===== config.mk =====
export PLATFORM = sky130hd
export DESIGN_NAME = stage4_ex_mem_buffer_flat
export DESIGN_NICKNAME = d
export VERILOG_FILES = /design/src/rtl/stage4_types_pkg.sv /design/src/rtl/stage4_ex_mem_buffer_if.sv /design/src/rtl/stage4_ex_mem_buffer_fwd_match.sv /design/src/rtl/stage4_ex_mem_buffer.sv /design/src/flat_wrapper.sv
export SDC_FILE = /design/constraint.sdc
export NUM_CORES = 1
export LEC_CHECK = 0
export BUFFER_PORTS_ARGS = -buffer_cell sky130_fd_sc_hd__buf_2
export CAP_MARGIN = 20
export CELL_PAD_IN_SITES_DETAIL_PLACEMENT = 1
export CELL_PAD_IN_SITES_GLOBAL_PLACEMENT = 2
export CORE_UTILIZATION = 34
export CTS_CLUSTER_SIZE = 8
export DETAILED_ROUTE_END_ITERATION = 10
export PLACE_DENSITY_LB_ADDON = 0.1
export SYNTH_ARGS = -nofsm -noshare
export SYNTH_HDL_FRONTEND = slang
export SYNTH_SLANG_ARGS = --single-unit

===== constraint.sdc =====
create_clock -name CLK -period 6.04 [get_ports CLK]
set_clock_uncertainty 0.2 [all_clocks]
set_input_delay 1.812 -clock CLK [delete_from_list [all_inputs] [get_ports CLK]]
set_output_delay 1.812 -clock CLK [all_outputs]
set_load 0.02 [all_outputs]

===== src/rtl/stage4_types_pkg.sv =====
// Shared types and helpers for the stage4 EX->MEM elastic buffer.
// Latency: n/a (types, constants and constant-foldable functions only).
// Backpressure: n/a.
//
// Contents:
//   STAGE4_BUF_MAX_DEPTH   - largest supported buffer depth
//   ex_mem_buf_entry_t     - one buffered entry at the default widths
//   stage4_buf_ptr_w()     - pointer width for a given depth (never zero)
//   stage4_buf_next_ptr()  - pointer increment with explicit wrap at depth-1
package stage4_types_pkg;

    localparam int STAGE4_BUF_MAX_DEPTH = 8;

    localparam int STAGE4_PAYLOAD_W = 64;
    localparam int STAGE4_DATA_W    = 32;
    localparam int STAGE4_RSEL_W    = 5;

    typedef struct packed {
        logic [STAGE4_PAYLOAD_W-1:0] payload;
        logic                        reg_write;
        logic [STAGE4_RSEL_W-1:0]    rd;
        logic [STAGE4_DATA_W-1:0]    wdata;
    } ex_mem_buf_entry_t;

    // A depth of 1 still needs a 1-bit pointer so the storage index is legal.
    function automatic int stage4_buf_ptr_w(input int depth);
        return (depth > 1) ? $clog2(depth) : 1;
    endfunction

    // Wraps explicitly so non-power-of-two depths work.
    function automatic int stage4_buf_next_ptr(input int ptr, input int depth);
        return (ptr == depth - 1) ? 0 : ptr + 1;
    endfunction

endpackage


===== src/rtl/stage4_ex_mem_buffer_if.sv =====
// Valid/ready channel carrying one EX->MEM entry (payload + writeback fields).
// Latency: none (wires only).
// Backpressure: the slave drives ready; a beat transfers when valid && ready.
//
// Signals: valid, ready, payload[PAYLOAD_W], reg_write, rd[RSEL_W], wdata[DATA_W]
// Modports: master (produces the entry), slave (consumes the entry).
interface stage4_ex_mem_buffer_if #(
    parameter int PAYLOAD_W = 64,
    parameter int DATA_W    = 32,
    parameter int RSEL_W    = 5
) ();
    logic                 valid;
    logic                 ready;
    logic [PAYLOAD_W-1:0] payload;
    logic                 reg_write;
    logic [RSEL_W-1:0]    rd;
    logic [DATA_W-1:0]    wdata;

    modport master (
        output valid, payload, reg_write, rd, wdata,
        input  ready
    );

    modport slave (
        input  valid, payload, reg_write, rd, wdata,
        output ready
    );
endinterface


===== src/rtl/stage4_ex_mem_buffer_fwd_match.sv =====
// Youngest-first register-forwarding search over the live buffer entries.
// Latency: purely combinational on the current buffer state.
// Backpressure: none; a lookup is answered every cycle.
//
// Ports: i_reg_write/i_rd/i_wdata - entry storage arrays; i_rd_ptr - head index;
//        i_count - live entries; i_addr - register looked up;
//        o_hit/o_data - youngest matching entry's wdata (0 when no hit).
module stage4_fwd_match #(
    parameter int DATA_W = 32,
    parameter int RSEL_W = 5,
    parameter int DEPTH  = 2,
    parameter int PTR_W  = 1,
    parameter int CNT_W  = 2
) (
    input  logic              i_reg_write [DEPTH],
    input  logic [RSEL_W-1:0] i_rd        [DEPTH],
    input  logic [DATA_W-1:0] i_wdata     [DEPTH],
    input  logic [PTR_W-1:0]  i_rd_ptr,
    input  logic [CNT_W-1:0]  i_count,
    input  logic [RSEL_W-1:0] i_addr,
    output logic              o_hit,
    output logic [DATA_W-1:0] o_data
);

    // w_idx[g] is the storage slot holding the g-th oldest entry.
    logic [PTR_W-1:0] w_idx  [DEPTH];
    logic             w_live [DEPTH];

    for (genvar g = 0; g < DEPTH; g++) begin : g_age
        logic [PTR_W:0] w_sum;
        assign w_sum     = {1'b0, i_rd_ptr} + (PTR_W+1)'(g);
        assign w_idx[g]  = (w_sum >= (PTR_W+1)'(DEPTH)) ? PTR_W'(w_sum - (PTR_W+1)'(DEPTH))
                                                        : PTR_W'(w_sum);
        assign w_live[g] = (CNT_W'(g) < i_count);
    end

    // Scan oldest to youngest; a later match overwrites, so the youngest wins.
    always_comb begin
        o_hit  = 1'b0;
        o_data = '0;
        for (int i = 0; i < DEPTH; i++) begin
            if (w_live[i] && i_reg_write[w_idx[i]] &&
                (i_rd[w_idx[i]] == i_addr) && (i_addr != '0)) begin
                o_hit  = 1'b1;
                o_data = i_wdata[w_idx[i]];
            end
        end
    end

endmodule


===== src/rtl/stage4_ex_mem_buffer.sv =====
// Elastic DEPTH-entry EX->MEM buffer with youngest-first register forwarding.
// Latency: 1 cycle EX->MEM minimum (registered, no pass-through).
// Backpressure: ex.ready = not full (independent of mem.ready); flush kills all entries.
//
// Ports: CLK, nRST (async active-low), flush (sync kill),
//        ex  (slave channel from EX), mem (master channel to MEM),
//        fwd_rs1/fwd_rs2 lookup addresses -> fwd_rs*_hit / fwd_rs*_data,
//        count (current occupancy).
// Build option: define STAGE4_BUF_FWD_EN to instantiate the forwarding match
// logic; otherwise the forwarding outputs are tied to zero.
module stage4_ex_mem_buffer
    import stage4_types_pkg::*;
#(
    parameter int PAYLOAD_W = 64,
    parameter int DATA_W    = 32,
    parameter int RSEL_W    = 5,
    parameter int DEPTH     = 2
) (
    input  logic                       CLK,
    input  logic                       nRST,
    input  logic                       flush,
    stage4_ex_mem_buffer_if.slave      ex,
    stage4_ex_mem_buffer_if.master     mem,
    input  logic [RSEL_W-1:0]          fwd_rs1,
    input  logic [RSEL_W-1:0]          fwd_rs2,
    output logic                       fwd_rs1_hit,
    output logic                       fwd_rs2_hit,
    output logic [DATA_W-1:0]          fwd_rs1_data,
    output logic [DATA_W-1:0]          fwd_rs2_data,
    output logic [$clog2(DEPTH+1)-1:0] count
);

    localparam int PTR_W = stage4_buf_ptr_w(DEPTH);
    localparam int CNT_W = $clog2(DEPTH+1);

    if (DEPTH < 1 || DEPTH > STAGE4_BUF_MAX_DEPTH) begin : g_bad_depth
        $error("stage4_ex_mem_buffer: DEPTH out of range 1..8");
    end

    logic [PAYLOAD_W-1:0] r_payload   [DEPTH];
    logic                 r_reg_write [DEPTH];
    logic [RSEL_W-1:0]    r_rd        [DEPTH];
    logic [DATA_W-1:0]    r_wdata     [DEPTH];
    logic [PTR_W-1:0]     r_rd_ptr;
    logic [PTR_W-1:0]     r_wr_ptr;
    logic [CNT_W-1:0]     r_count;

    logic w_nonempty;
    logic w_push;
    logic w_pop;

    assign w_nonempty = (r_count != '0);
    assign ex.ready   = (r_count != CNT_W'(DEPTH));
    // Hiding the head during flush means no pop can be reported on a killed entry.
    assign mem.valid  = w_nonempty && !flush;
    assign w_push     = ex.valid && ex.ready && !flush;
    assign w_pop      = mem.valid && mem.ready;

    assign mem.payload   = w_nonempty ? r_payload[r_rd_ptr]   : '0;
    assign mem.reg_write = w_nonempty ? r_reg_write[r_rd_ptr] : 1'b0;
    assign mem.rd        = w_nonempty ? r_rd[r_rd_ptr]        : '0;
    assign mem.wdata     = w_nonempty ? r_wdata[r_rd_ptr]     : '0;
    assign count         = r_count;

    always_ff @(posedge CLK or negedge nRST) begin
        if (!nRST) begin
            r_rd_ptr <= '0;
            r_wr_ptr <= '0;
            r_count  <= '0;
            for (int i = 0; i < DEPTH; i++) begin
                r_reg_write[i] <= 1'b0;
            end
        end else if (flush) begin
            r_rd_ptr <= '0;
            r_wr_ptr <= '0;
            r_count  <= '0;
        end else begin
            if (w_push) begin
                r_reg_write[r_wr_ptr] <= ex.reg_write;
                r_wr_ptr <= PTR_W'(stage4_buf_next_ptr(int'(r_wr_ptr), DEPTH));
            end
            if (w_pop) begin
                r_rd_ptr <= PTR_W'(stage4_buf_next_ptr(int'(r_rd_ptr), DEPTH));
            end
            if (w_push && !w_pop) begin
                r_count <= r_count + CNT_W'(1);
            end else if (!w_push && w_pop) begin
                r_count <= r_count - CNT_W'(1);
            end
        end
    end

    // Data fields need no reset: they are only observed while the entry is live.
    always_ff @(posedge CLK) begin
        if (w_push) begin
            r_payload[r_wr_ptr] <= ex.payload;
            r_rd[r_wr_ptr]      <= ex.rd;
            r_wdata[r_wr_ptr]   <= ex.wdata;
        end
    end

`ifdef STAGE4_BUF_FWD_EN
    stage4_fwd_match #(
        .DATA_W (DATA_W),
        .RSEL_W (RSEL_W),
        .DEPTH  (DEPTH),
        .PTR_W  (PTR_W),
        .CNT_W  (CNT_W)
    ) u_fwd_rs1 (
        .i_reg_write (r_reg_write),
        .i_rd        (r_rd),
        .i_wdata     (r_wdata),
        .i_rd_ptr    (r_rd_ptr),
        .i_count     (r_count),
        .i_addr      (fwd_rs1),
        .o_hit       (fwd_rs1_hit),
        .o_data      (fwd_rs1_data)
    );

    stage4_fwd_match #(
        .DATA_W (DATA_W),
        .RSEL_W (RSEL_W),
        .DEPTH  (DEPTH),
        .PTR_W  (PTR_W),
        .CNT_W  (CNT_W)
    ) u_fwd_rs2 (
        .i_reg_write (r_reg_write),
        .i_rd        (r_rd),
        .i_wdata     (r_wdata),
        .i_rd_ptr    (r_rd_ptr),
        .i_count     (r_count),
        .i_addr      (fwd_rs2),
        .o_hit       (fwd_rs2_hit),
        .o_data      (fwd_rs2_data)
    );
`else
    logic w_unused_fwd;
    assign w_unused_fwd = ^{fwd_rs1, fwd_rs2};
    assign fwd_rs1_hit  = 1'b0;
    assign fwd_rs2_hit  = 1'b0;
    assign fwd_rs1_data = '0;
    assign fwd_rs2_data = '0;
`endif

endmodule


===== src/flat_wrapper.sv =====
// flat-port wrapper written by rule: the top's interface ports become plain ports
module stage4_ex_mem_buffer_flat import stage4_types_pkg::*;
#(
    parameter int PAYLOAD_W = 64,
    parameter int DATA_W    = 32,
    parameter int RSEL_W    = 5,
    parameter int DEPTH     = 2
)
  (CLK, nRST, flush, fwd_rs1, fwd_rs2, fwd_rs1_hit, fwd_rs2_hit, fwd_rs1_data, fwd_rs2_data, count, ex_valid, ex_payload, ex_reg_write, ex_rd, ex_wdata, ex_ready, mem_valid, mem_payload, mem_reg_write, mem_rd, mem_wdata, mem_ready);
  stage4_ex_mem_buffer_if #(.PAYLOAD_W(PAYLOAD_W), .DATA_W(DATA_W), .RSEL_W(RSEL_W)) ex_i ();
  stage4_ex_mem_buffer_if #(.PAYLOAD_W(PAYLOAD_W), .DATA_W(DATA_W), .RSEL_W(RSEL_W)) mem_i ();
  input  logic CLK;
  input  logic nRST;
  input  logic flush;
  input  logic [RSEL_W-1:0] fwd_rs1;
  input  logic [RSEL_W-1:0] fwd_rs2;
  output logic fwd_rs1_hit;
  output logic fwd_rs2_hit;
  output logic [DATA_W-1:0] fwd_rs1_data;
  output logic [DATA_W-1:0] fwd_rs2_data;
  output logic [$clog2(DEPTH+1)-1:0] count;
  input wire logic [$bits(ex_i.valid)-1:0] ex_valid;
  input wire logic [$bits(ex_i.payload)-1:0] ex_payload;
  input wire logic [$bits(ex_i.reg_write)-1:0] ex_reg_write;
  input wire logic [$bits(ex_i.rd)-1:0] ex_rd;
  input wire logic [$bits(ex_i.wdata)-1:0] ex_wdata;
  output wire logic [$bits(ex_i.ready)-1:0] ex_ready;
  output wire logic [$bits(mem_i.valid)-1:0] mem_valid;
  output wire logic [$bits(mem_i.payload)-1:0] mem_payload;
  output wire logic [$bits(mem_i.reg_write)-1:0] mem_reg_write;
  output wire logic [$bits(mem_i.rd)-1:0] mem_rd;
  output wire logic [$bits(mem_i.wdata)-1:0] mem_wdata;
  input wire logic [$bits(mem_i.ready)-1:0] mem_ready;
  assign ex_i.valid = ex_valid;
  assign ex_i.payload = ex_payload;
  assign ex_i.reg_write = ex_reg_write;
  assign ex_i.rd = ex_rd;
  assign ex_i.wdata = ex_wdata;
  assign ex_ready = ex_i.ready;
  assign mem_valid = mem_i.valid;
  assign mem_payload = mem_i.payload;
  assign mem_reg_write = mem_i.reg_write;
  assign mem_rd = mem_i.rd;
  assign mem_wdata = mem_i.wdata;
  assign mem_i.ready = mem_ready;
  stage4_ex_mem_buffer #(.PAYLOAD_W(PAYLOAD_W), .DATA_W(DATA_W), .RSEL_W(RSEL_W), .DEPTH(DEPTH)) u_core (.CLK(CLK), .nRST(nRST), .flush(flush), .ex(ex_i), .mem(mem_i), .fwd_rs1(fwd_rs1), .fwd_rs2(fwd_rs2), .fwd_rs1_hit(fwd_rs1_hit), .fwd_rs2_hit(fwd_rs2_hit), .fwd_rs1_data(fwd_rs1_data), .fwd_rs2_data(fwd_rs2_data), .count(count));
endmodule

==> results.py <==
metrics = {
    "outcome": {
        "status": "finished clean",
    },
    "sta": {
        "rsz0062_at_grt": "no",
        "slew_headroom": 0.300,
        "setup_viol": 0,
        "hold_viol_final": 0,
        "fmax_mhz": 217,
        "min_period_over_period": 0.761,
        "drv_slew": 0,
        "setup_tns_ns": 0,
        "tightest_slew_ns": 1.04,
        "fin_crit_ns": 4.60,
    },
    "finish": {
        "layout-drive-gt1-share": 0.330,
        "fin_area_sq_um": 10500,
        "layout_common_cells": "buf_2, edfxtp_1, nor2_1",
        "final_net_count": 869,
        "multiInputGateArea_sq_um": 1840,
        "seq_area_sq_um": 6220,
        "syn_to_final_growth_pct": 24.4,
        "final_common_cell": "buf_2",
        "fillers": 2540,
        "stdcell_count": 1103,
    },
    "synthesis": {
        "syn_avg_cell_area_sq_um": 16.0,
        "ys_ff_latch": 208,
        "ys_seq_area_frac": 0.738,
        "async_flop_share": 0.0288,
        "ys.flop_type": "edfxtp_1",
        "yosysWarnings": 0,
        "netlist_area_sq_um": 8430,
        "synth_cell_type_count": 23,
        "synthCells": 526,
        "synth_edf_count": 202,
    },
    "drt": {
        "routed-via-count": 4750,
        "ant_nets": 0,
        "drc": 0,
        "firstDrtPassIters": 4,
        "viasPerCell": 4.31,
        "drt_iter0_markers": 145,
        "wl_um": 18200,
        "routedWlPerCell_um": 16.5,
    },
    "critical_path": {
        "reg2reg_from": "u_core.count[1]",
        "r2r_end": "u_core.r_wdata[0][21]",
        "crit_path_start": "u_core.r_rd_ptr",
        "critPathBufInv": 2,
        "path_cells": "buf_4, mux2i_1, nor2_1, buf_2",
        "crit_slowest_cell": "dfrtp_4",
        "cp-endpoint": "mem_payload[37]",
        "crit_type": "reg2out",
        "crit_fanout": 54,
        "critical_path_required_ns": 4.03,
        "crit_path_end_kind": "output port",
        "slowest_delay_ns": 1.06,
        "worstRegToRegCells": 3,
        "critPathLaunchType": "register",
        "rrSetupSlack_ns": 3.51,
        "arrival_ns": 2.59,
        "crit_cells": 4,
        "cp_top_family": "flip-flops",
    },
    "die": {
        "fp.dieH_um": 159,
        "dieWidth_um": 159,
        "start_util": 0.347,
        "ios": 289,
        "core_area_sq_um": 24300,
        "fp-row-count": 57,
        "die-area_sq_um": 25400,
    },
    "clock_tree": {
        "ctsResizeCount": 0,
        "cts_tree": "yes",
        "clkLatencyLatePin_ns": 0.54,
        "cts_made_buffers": 29,
        "cts_hold_buf": 0,
        "cts_num_sinks": 208,
        "post-cts-setup-buffer-count": 0,
        "clk_pin_slew_worst_paths_ns": 0.05,
        "cts-root-buf": "clkbuf_16",
        "h-tree-depth": 1,
        "clock_path_buffers": 3,
    },
    "global_route": {
        "antenna_found_initial": 7,
        "grt_first_pass_wirelength_um": 28100,
        "grt_max_degree": 73,
        "grtUsageTotal": 0.141,
        "grt-ovfl-total": 0,
        "grt_pass1_vias": 5111,
    },
    "power_and_ir_drop": {
        "ir_drop_uv": 242,
        "p_switching_mw": 0.871,
        "power.total_mw": 3.55,
        "pwr-share-comb": 0.110,
        "p_seq_frac": 0.473,
        "internal_power_mw": 2.68,
        "power.share.clock": 0.417,
        "switching_share": 0.245,
        "powerDensity_nw_per_um2": 339,
        "p_leak_nw": 4.05,
    },
    "place": {
        "hpwl_um": 11600,
        "io_buffers": 212,
        "dp.cells": 1045,
        "gp_congestion": 0.682,
        "placed_area_sq_um": 9640,
    },
    "min_path": {
        "holdCritPathClass": "reg2reg",
    },
    "flow_run": {
        "cap_violations": 0,
    },
}
[routing by layer]
| metal | track usage | vias up | wire length, um |
|---|---|---|---|
| li1 | - | 2238 | - |
| met1 | 0.159 | 2280 | 7050 |
| met2 | 0.245 | 187 | 8990 |
| met3 | 0.0563 | 39 | 1620 |
| met4 | 0.0424 | 6 | 488 |
| met5 | 0 | - | 41 |
[kinds of logic (layout without fill, tap and decap cells)]
family,Yosys count,after routing,synth area share
DFF,208,208,0.738
muxes,105,105,0.125
AOI/OAI and AO/OA,8,8,0.00535
xor gates and xnor gates,1,1,0.00104
buffers and inverters,91,275,0.0735
other,1,70,0.000445
and+or+nand+nor,112,112,0.0570
[power by group through the flow]
stage / combinational [mW] / sequential [mW] / clock, mW
after floorplan: 0.300 / 1.69 / 0
after global placement: 0.395 / 1.71 / 0
after detailed placement: 0.400 / 1.71 / 0
after CTS: 0.402 / 1.68 / 1.54
after global routing: 0.427 / 1.69 / 1.59
final: 0.392 / 1.68 / 1.48
[Yosys cell counts (all sizes together) (2+ instances only)]
cell    count  area share
mux2        2      0.0027
edfxtp    202        0.72
dfrtp       6       0.018
o21ai       2      0.0012
buf        86       0.071
inv         2     0.00089
clkbuf      3      0.0013
mux2i     103        0.12
nor2      105       0.047
a21oi       4      0.0024
[sequential cells by signal (all words and copies together), names as in the netlist]
name                count
u_core.r_payload      128
u_core.r_wdata         64
u_core.r_rd            10
u_core.count            2
u_core.r_reg_write      2
u_core.r_rd_ptr         1
u_core.r_wr_ptr         1
[cell type report]
| class | count | area share |
|---|---|---|
| multi-input combinational | 292 | 0.176 |
| inverter | 2 | 0.000716 |
| sequential | 208 | 0.593 |
| antenna | 4 | 0.000955 |
| clock buffer | 53 | 0.0778 |
| clock inverter | 1 | 0.00191 |
| tap | 324 | 0.0387 |
| timing repair buffer | 219 | 0.111 |
[stage by stage]
stage	util	hold WS [ns]	worst slack, ns
3_5_place_dp	0.396	0.292	1.74
3_3_place_gp	0.396	0.267	1.76
5_1_grt	0.431	0.331	1.28
6_report	0.431	0.301	1.44
4_1_cts	0.431	0.304	1.38
2_1_floorplan	-	0.258	0.0505
[worst reg2reg max path, cell delays in order, from the launching register on]
cell	delay, ns
dfrtp_1	0.47
nor2b_4	0.20
nor4_4	0.79
buf_4	0.51
[worst min-delay path by stage]
stage                           from                    end  slack [ns]  depth (start not counted)
4_1_cts        u_core.r_reg_write[0]  u_core.r_reg_write[0]        0.30                          1
3_5_place_dp   u_core.r_reg_write[0]  u_core.r_reg_write[0]        0.29                          1
5_1_grt        u_core.r_reg_write[0]  u_core.r_reg_write[0]        0.33                          1
2_1_floorplan  u_core.r_reg_write[0]  u_core.r_reg_write[0]        0.26                          1
6_report       u_core.r_reg_write[0]  u_core.r_reg_write[0]        0.30                          1
3_3_place_gp   u_core.r_reg_write[0]  u_core.r_reg_write[0]        0.27                          1
(Power assumes the default switching activity.)
